==> config.mk <==
export PLATFORM = sky130hd
export DESIGN_NAME = mux_rr_arbiter
export DESIGN_NICKNAME = d
export VERILOG_FILES = /design/src/rtl/mux_rr_arbiter.sv
export SDC_FILE = /design/constraint.sdc
export NUM_CORES = 1
export LEC_CHECK = 0
export ABC_CLOCK_PERIOD_IN_PS = 5290
export CAP_MARGIN = 15
export CORE_MARGIN = 5
export CORE_UTILIZATION = 35
export CTS_CLUSTER_DIAMETER = 40
export DETAILED_ROUTE_END_ITERATION = 10
export MAX_ROUTING_LAYER = met4
export PLACE_DENSITY = 0.89
export SKIP_CTS_REPAIR_TIMING = 1
export SYNTH_ARGS = -nofsm -noshare
export SYNTH_HDL_FRONTEND = slang
export SYNTH_SLANG_ARGS = --single-unit
==> constraint.sdc <==
create_clock -name clk -period 5.29 [get_ports clk]
set_input_delay 0.7935 -clock clk [delete_from_list [all_inputs] [get_ports clk]]
set_output_delay 0.7935 -clock clk [all_outputs]
set_load 0.01 [all_outputs]
==> src/rtl/mux_rr_arbiter.sv <==
// Round-robin owner selection for a shared N:1 data mux with a valid/ready output port.
// Optional macro ARB_TIMEOUT_EN forces a release after MAX_HOLD transfers per grant.
module mux_rr_arbiter #(
  parameter int N        = 4,
  parameter int DW       = 8,
  parameter int MAX_HOLD = 8
) (
  input  logic                 clk,
  input  logic                 rst_n,
  input  logic [N-1:0]         req,
  input  logic [N-1:0]         last,
  input  logic [N*DW-1:0]      din,
  input  logic                 dout_ready,
  output logic [DW-1:0]        dout,
  output logic                 dout_valid,
  output logic [N-1:0]         grant,
  output logic [$clog2(N)-1:0] sel,
  output logic                 busy
);

  localparam int SW = $clog2(N);

  typedef enum logic {
    S_IDLE  = 1'b0,
    S_GRANT = 1'b1
  } state_t;

  state_t          r_state;
  state_t          w_state_next;
  logic [SW-1:0]   r_sel;
  logic [SW-1:0]   w_sel_next;
  logic [SW-1:0]   r_ptr;
  logic [SW-1:0]   w_ptr_next;
  logic [SW-1:0]   w_sel_inc;
  logic [SW-1:0]   w_hi_idx;
  logic [SW-1:0]   w_lo_idx;
  logic [SW-1:0]   w_pick;
  logic            w_hi_found;
  logic            w_own_req;
  logic            w_own_last;
  logic            w_busy;
  logic            w_xfer;
  logic            w_hold_done;
  logic [DW-1:0]   w_word;

  generate
    if (N < 2 || N > 16 || MAX_HOLD < 1) begin : g_bad_param
      $error("mux_rr_arbiter: N must be 2..16 and MAX_HOLD >= 1");
    end
  endgenerate

  // Lowest requester at or above ptr wins; otherwise lowest overall, which is then below ptr.
  always_comb begin
    w_hi_found = 1'b0;
    w_hi_idx   = '0;
    w_lo_idx   = '0;
    for (int i = N - 1; i >= 0; i--) begin
      if (req[i]) begin
        w_lo_idx = SW'(i);
        if (SW'(i) >= r_ptr) begin
          w_hi_found = 1'b1;
          w_hi_idx   = SW'(i);
        end
      end
    end
    w_pick = w_hi_found ? w_hi_idx : w_lo_idx;
  end

  always_comb begin
    w_word = '0;
    for (int i = 0; i < N; i++) begin
      if (r_sel == SW'(i)) begin
        w_word = din[i*DW +: DW];
      end
    end
  end

  assign w_own_req  = req[r_sel];
  assign w_own_last = last[r_sel];
  assign w_busy     = (r_state == S_GRANT);
  assign w_xfer     = w_busy & w_own_req & dout_ready;
  assign w_sel_inc  = (r_sel == SW'(N - 1)) ? '0 : r_sel + 1'b1;

`ifdef ARB_TIMEOUT_EN
  localparam int HW = $clog2(MAX_HOLD + 1);

  logic [HW-1:0] r_hold;

  // Counter rests at zero while idle, so every new grant starts from a clean count.
  always_ff @(posedge clk or negedge rst_n) begin
    if (!rst_n) begin
      r_hold <= '0;
    end else if (!w_busy) begin
      r_hold <= '0;
    end else if (w_xfer) begin
      r_hold <= r_hold + 1'b1;
    end
  end

  assign w_hold_done = (r_hold == HW'(MAX_HOLD - 1));
`else
  assign w_hold_done = 1'b0;
`endif

  always_ff @(posedge clk or negedge rst_n) begin
    if (!rst_n) begin
      r_state <= S_IDLE;
      r_sel   <= '0;
      r_ptr   <= '0;
    end else begin
      r_state <= w_state_next;
      r_sel   <= w_sel_next;
      r_ptr   <= w_ptr_next;
    end
  end

  always_comb begin
    w_state_next = r_state;
    w_sel_next   = r_sel;
    w_ptr_next   = r_ptr;
    case (r_state)
      S_IDLE: begin
        if (|req) begin
          w_state_next = S_GRANT;
          w_sel_next   = w_pick;
        end
      end
      S_GRANT: begin
        // Withdrawal releases without a transfer; otherwise release rides on a transfer.
        if (!w_own_req || (w_xfer && (w_own_last || w_hold_done))) begin
          w_state_next = S_IDLE;
          w_ptr_next   = w_sel_inc;
        end
      end
      default: begin
        w_state_next = S_IDLE;
      end
    endcase
  end

  generate
    for (genvar gi = 0; gi < N; gi++) begin : g_grant
      assign grant[gi] = w_busy & (r_sel == SW'(gi));
    end
  endgenerate

  assign sel        = r_sel;
  assign busy       = w_busy;
  assign dout_valid = w_busy & w_own_req;
  assign dout       = dout_valid ? w_word : '0;

endmodule

* After elaboration in Yosys (flattened, before gate mapping)
Cells that the tools add are included.
** Storage, ports and cells
- Flip-flop bits (word level) :: 5
- Logic and storage cells :: 60
- Input port bits :: 43
- Output and inout bits :: 16
** Operators by class
- Bitwise operators :: 7
- Order comparisons :: 5
- Add/sub/neg operators :: 1
- Mux-type cells :: 34
- Equal/unequal tests :: 3
- Reductions and logical operators :: 7
** Operators with widths (number)
- 2-to-1 mux 8 bit :: 5
- 2-to-1 mux 2 bit :: 14
- 2-to-1 mux 1 bit :: 12
- bitwise AND 1 bit :: 6
- binary-select mux 1 bit (select 2 bit) :: 2
- equality test 2 bit (second input constant) :: 2
- >= comparator 1 x 2 -> 1 bit (first input constant) :: 2
- >= comparator 2 bit (first input constant) :: 2
- AND reduction 2 bit :: 2
- OR reduction 4 bit :: 1
- < comparator 2 x 3 -> 1 bit (second input constant) :: 1
- adder 2 x 1 -> 2 bit (second input constant) :: 1
- equality test 2 x 1 -> 1 bit (second input constant) :: 1
- logical NOT 2 bit :: 1
- case mux 1 bit (2 select lines) :: 1
- logical AND 1 bit :: 1
- logical NOT 1 bit :: 1
- logical OR 1 bit :: 1
- inverter 1 bit :: 1

* Depth between registers and ports, before layout
- Depth after elaboration :: 10
- Gate-level depth with buffers :: 8
- Gate-level depth less buffers :: 6

* Least setup slack after synthesis
OpenSTA, ideal clock, no wires.
- Path type :: register -> output
- From :: register r_sel[0] (netlist: sel[0])
- To :: output port dout[0]
- Stages on the path, launching flop included :: 9
- Buffers on the path :: 2
- Required time :: 4497 ps
- Setup slack :: 2750 ps
- Data arrival time :: 1746 ps
- Cells stage by stage :: dfrtp_1 buf_6 inv_1 ha_1 nor2b_1 clkbuf_1 a221oi_1 a211o_1 a21oi_1
** Between the ends
- Word-level cells in the longest chain between the ends :: 6
- Elaborated cells on any way between the ends :: 12
** RTL lines
- start, declared :: RTL line 30 : logic [SW-1:0] r_sel;
- start signal, assigned :: RTL line 112 : r_sel <= w_sel_next;
- logical NOT 2 bit :: RTL line 72 : if (r_sel == SW'(i)) begin
- 2-to-1 mux 8 bit (4 in series) :: RTL line 72
- 2-to-1 mux 8 bit (*) :: RTL line 150 : assign dout = dout_valid ? w_word : '0;
- end, declared :: RTL line 14 : output logic [DW-1:0] dout,
Mark *: on every way between the ends. The rest lies on a longest branch, timed or not. The select of a mux whose other input is x is not followed.

* Final worst setup path
- From :: register r_sel[1] (netlist: sel[1])
- To :: output port dout[0]
Same word-level chain as after synthesis.

==> impl_metrics.tcl <==
set metrics [dict create \
    status "complete, no violations" \
    hold_class "reg2reg" \
    rr_worst_depth 4 \
    synth_top_cell_area_share_pct 17.51 \
    dp_slack_ns 1.782 \
    whs_ns 0.5781 \
    synth.net_count 142 \
    gp_congestion 0.8450 \
    clkSlewWorstSetupHoldPaths_ns 0.05 \
    worst_ep_required_time_ns 4.50 \
    clock_sinks 5 \
    synth_cells 95 \
    cts_buffer_depth 2 \
    cts_tree "done" \
    period_share_pct 68.39 \
    slew_violations 0 \
    setup_tns_ns 0 \
    p_per_area_nw_per_um2 464.2 \
    cts_buffers 3 \
    maxCapViolCount 0 \
    fp.dieH_um 55.18 \
    io_buffers 58 \
    first_pass_iters 4 \
    fp.dieW_um 55.18 \
    vias_per_cell 5.188 \
    crit_buf_inv 2 \
    min_from "r_ptr[0]" \
    avgSynthCellArea_um2 7.520 \
    synth_flop_cell "dfrtp_1" \
    ys_ff_latch 5 \
    worstPathMaxFanout 11 \
    critPathKind "reg2out" \
    leakage_nw 0.5492 \
    yosysMostFrequentCell "inv_1" \
    cp_top_family "buffers and inverters" \
    crit_slowest_cell "clkdlybuf4s50_1" \
    antenna_cells 0 \
    drt-initial-drc-count 18 \
    setup_ws_ns 1.672 \
    r2r-start "sel[0]" \
    io_pins 59 \
    arrival_ns 2.82 \
    core_um2 1962 \
    design_area_um2 1315 \
    ys_seq_area_share_pct 17.51 \
    slowest_delay_ns 0.57 \
    synth.largest_area_cell "dfrtp_1" \
    multi_input_area_um2 500.5 \
    grt_antenna_before_repair 0 \
    synth_area_leaders "dfrtp_1, a211o_1, a221oi_1" \
    nFillCells 155 \
    dieArea_um2 3045 \
    grt-ovfl-total 0 \
    cp_cell_sequence "inv_1 > ha_1 > nor2b_1 > a221oi_1 > a211o_1 > a21oi_1 > clkdlybuf4s50_1" \
    route.detailed.drc 0 \
    tightestPinTransition_ns 0.6114 \
    rsz0062_at_grt "no" \
    h-tree-depth 1 \
    area_delta_synth_final_pct 84.06 \
    finalCriticalPeriod_ns 3.618 \
    fmax_mhz 276.4 \
    grt_pass1_wl_mm 3.870 \
    start_util_pct 36.42 \
    vdd_ir_drop_max_uv 398.0 \
    regToRegEndpoint "r_ptr[1]" \
    drive_gt1_share_pct 4.698 \
    wl_mm 2.769 \
    ant_nets 0 \
    synthArstFlopShare_pct 100.0 \
    yosysWarnings 0 \
    wire_per_inst_um 15.73 \
    min_path_cells 1 \
    grt_max_degree 19 \
    worst_setup_path_start_kind "flop" \
    synth_edf_count 0 \
    ff_latch_area_um2 125.1 \
    hold_viol_final 0 \
    ff2ff_setup_slack_ns 3.60 \
    placed_area_um2 1289 \
    cp-end-kind "output port" \
    skew_ns 0.007168 \
    relSlewSlack_pct 59.24 \
    syn_area_um2 714.4 \
    worstSkewPairLatency_ns 0.25 \
    cts-root-buf "clkbuf_4" \
    setup_viol 0 \
    hold_end "r_ptr[0]" \
    hpwl_mm 2.306 \
    ys_types 29 \
    row_count 16 \
    dr_total_vias 913 \
    synth_commonest_cells "inv_1, nand2_1, a21oi_1" \
    grtUsageTotal_pct 18.23 \
    finalPower_uw 610.4 \
    finalNetCount 197 \
    grt_pass1_vias 830 \
]
## state kept, by name, summed over array words and instances, names as in the netlist
signal	flops
sel	2
r_ptr	2
busy	1
## per-stage QoR
stage | cells | utilization [%]
after CTS | 176 | 67.03
after global placement | 172 | 65.69
after global routing | 176 | 67.03
final | 176 | 67.03
after detailed placement | 172 | 65.69
after floorplan | 95 | -
## worst max path at each step
stage | from | to | slack (ns) | cells past startpoint
global route | sel[1] | dout[4] | 1.48 | 7
floorplan | sel[0] | dout[0] | 2.75 | 8
finish | sel[1] | dout[0] | 1.67 | 7
CTS | sel[1] | dout[0] | 1.65 | 7
global placement | req[3] | dout[0] | 1.85 | 5
detailed placement | req[3] | dout[0] | 1.78 | 5
## cell usage in the layout, fill, tap and decap left out, drive strengths merged, types with 2 or more instances in the layout
| master | synthesis | routed |
|---|---|---|
| a211o | 8 | 8 |
| a21oi | 9 | 9 |
| a221oi | 7 | 7 |
| and2 | 4 | 4 |
| clkbuf | 5 | 4 |
| clkdlybuf4s50 | 0 | 58 |
| dfrtp | 5 | 5 |
| ha | 4 | 4 |
| inv | 13 | 13 |
| mux2 | 2 | 2 |
| mux2i | 4 | 4 |
| nand2 | 10 | 10 |
| nand3b | 2 | 2 |
| nor2 | 4 | 4 |
| o21ai | 3 | 3 |
| o22ai | 2 | 2 |
## layer usage
metal	vias up	routed length [um]	global-route usage, %
met5	-	0	-
met4	0	19	8.097
met3	2	490	7.775
met2	52	1166	28.54
met1	405	1092	20.13
li1	454	-	-
## cell families (layout without fill, tap and decap cells)
group	after synthesis	in the layout	synth area share (%)
adder cells (fa/ha/maj)	4	4	7.006
AO/OA/AOI/OAI	33	33	33.63
buffers and inverters	21	75	12.43
AND/OR/NAND/NOR	25	25	17.51
multiplexers	7	7	11.91
flip-flops	5	5	17.51
## cell type report
| type | count | share of cell area [%] |
|---|---|---|
| Clock buffer | 4 | 1.998 |
| Inverter | 13 | 3.711 |
| Multi-Input combinational cell | 69 | 38.06 |
| Sequential cell | 5 | 9.515 |
| Tap cell | 27 | 2.569 |
| Timing Repair Buffer | 58 | 44.15 |
## power breakdown
| part | total, mW | switching, mW | internal (mW) | leakage [nW] |
|---|---|---|---|---|
| sequential | 0.0979 | 0.0394 | 0.0584 | 0.0592 |
| clock | 0.0451 | 0.0165 | 0.0286 | 0.0150 |
| combinational | 0.467 | 0.210 | 0.257 | 0.475 |
Power figures use the tool's default switching activity.
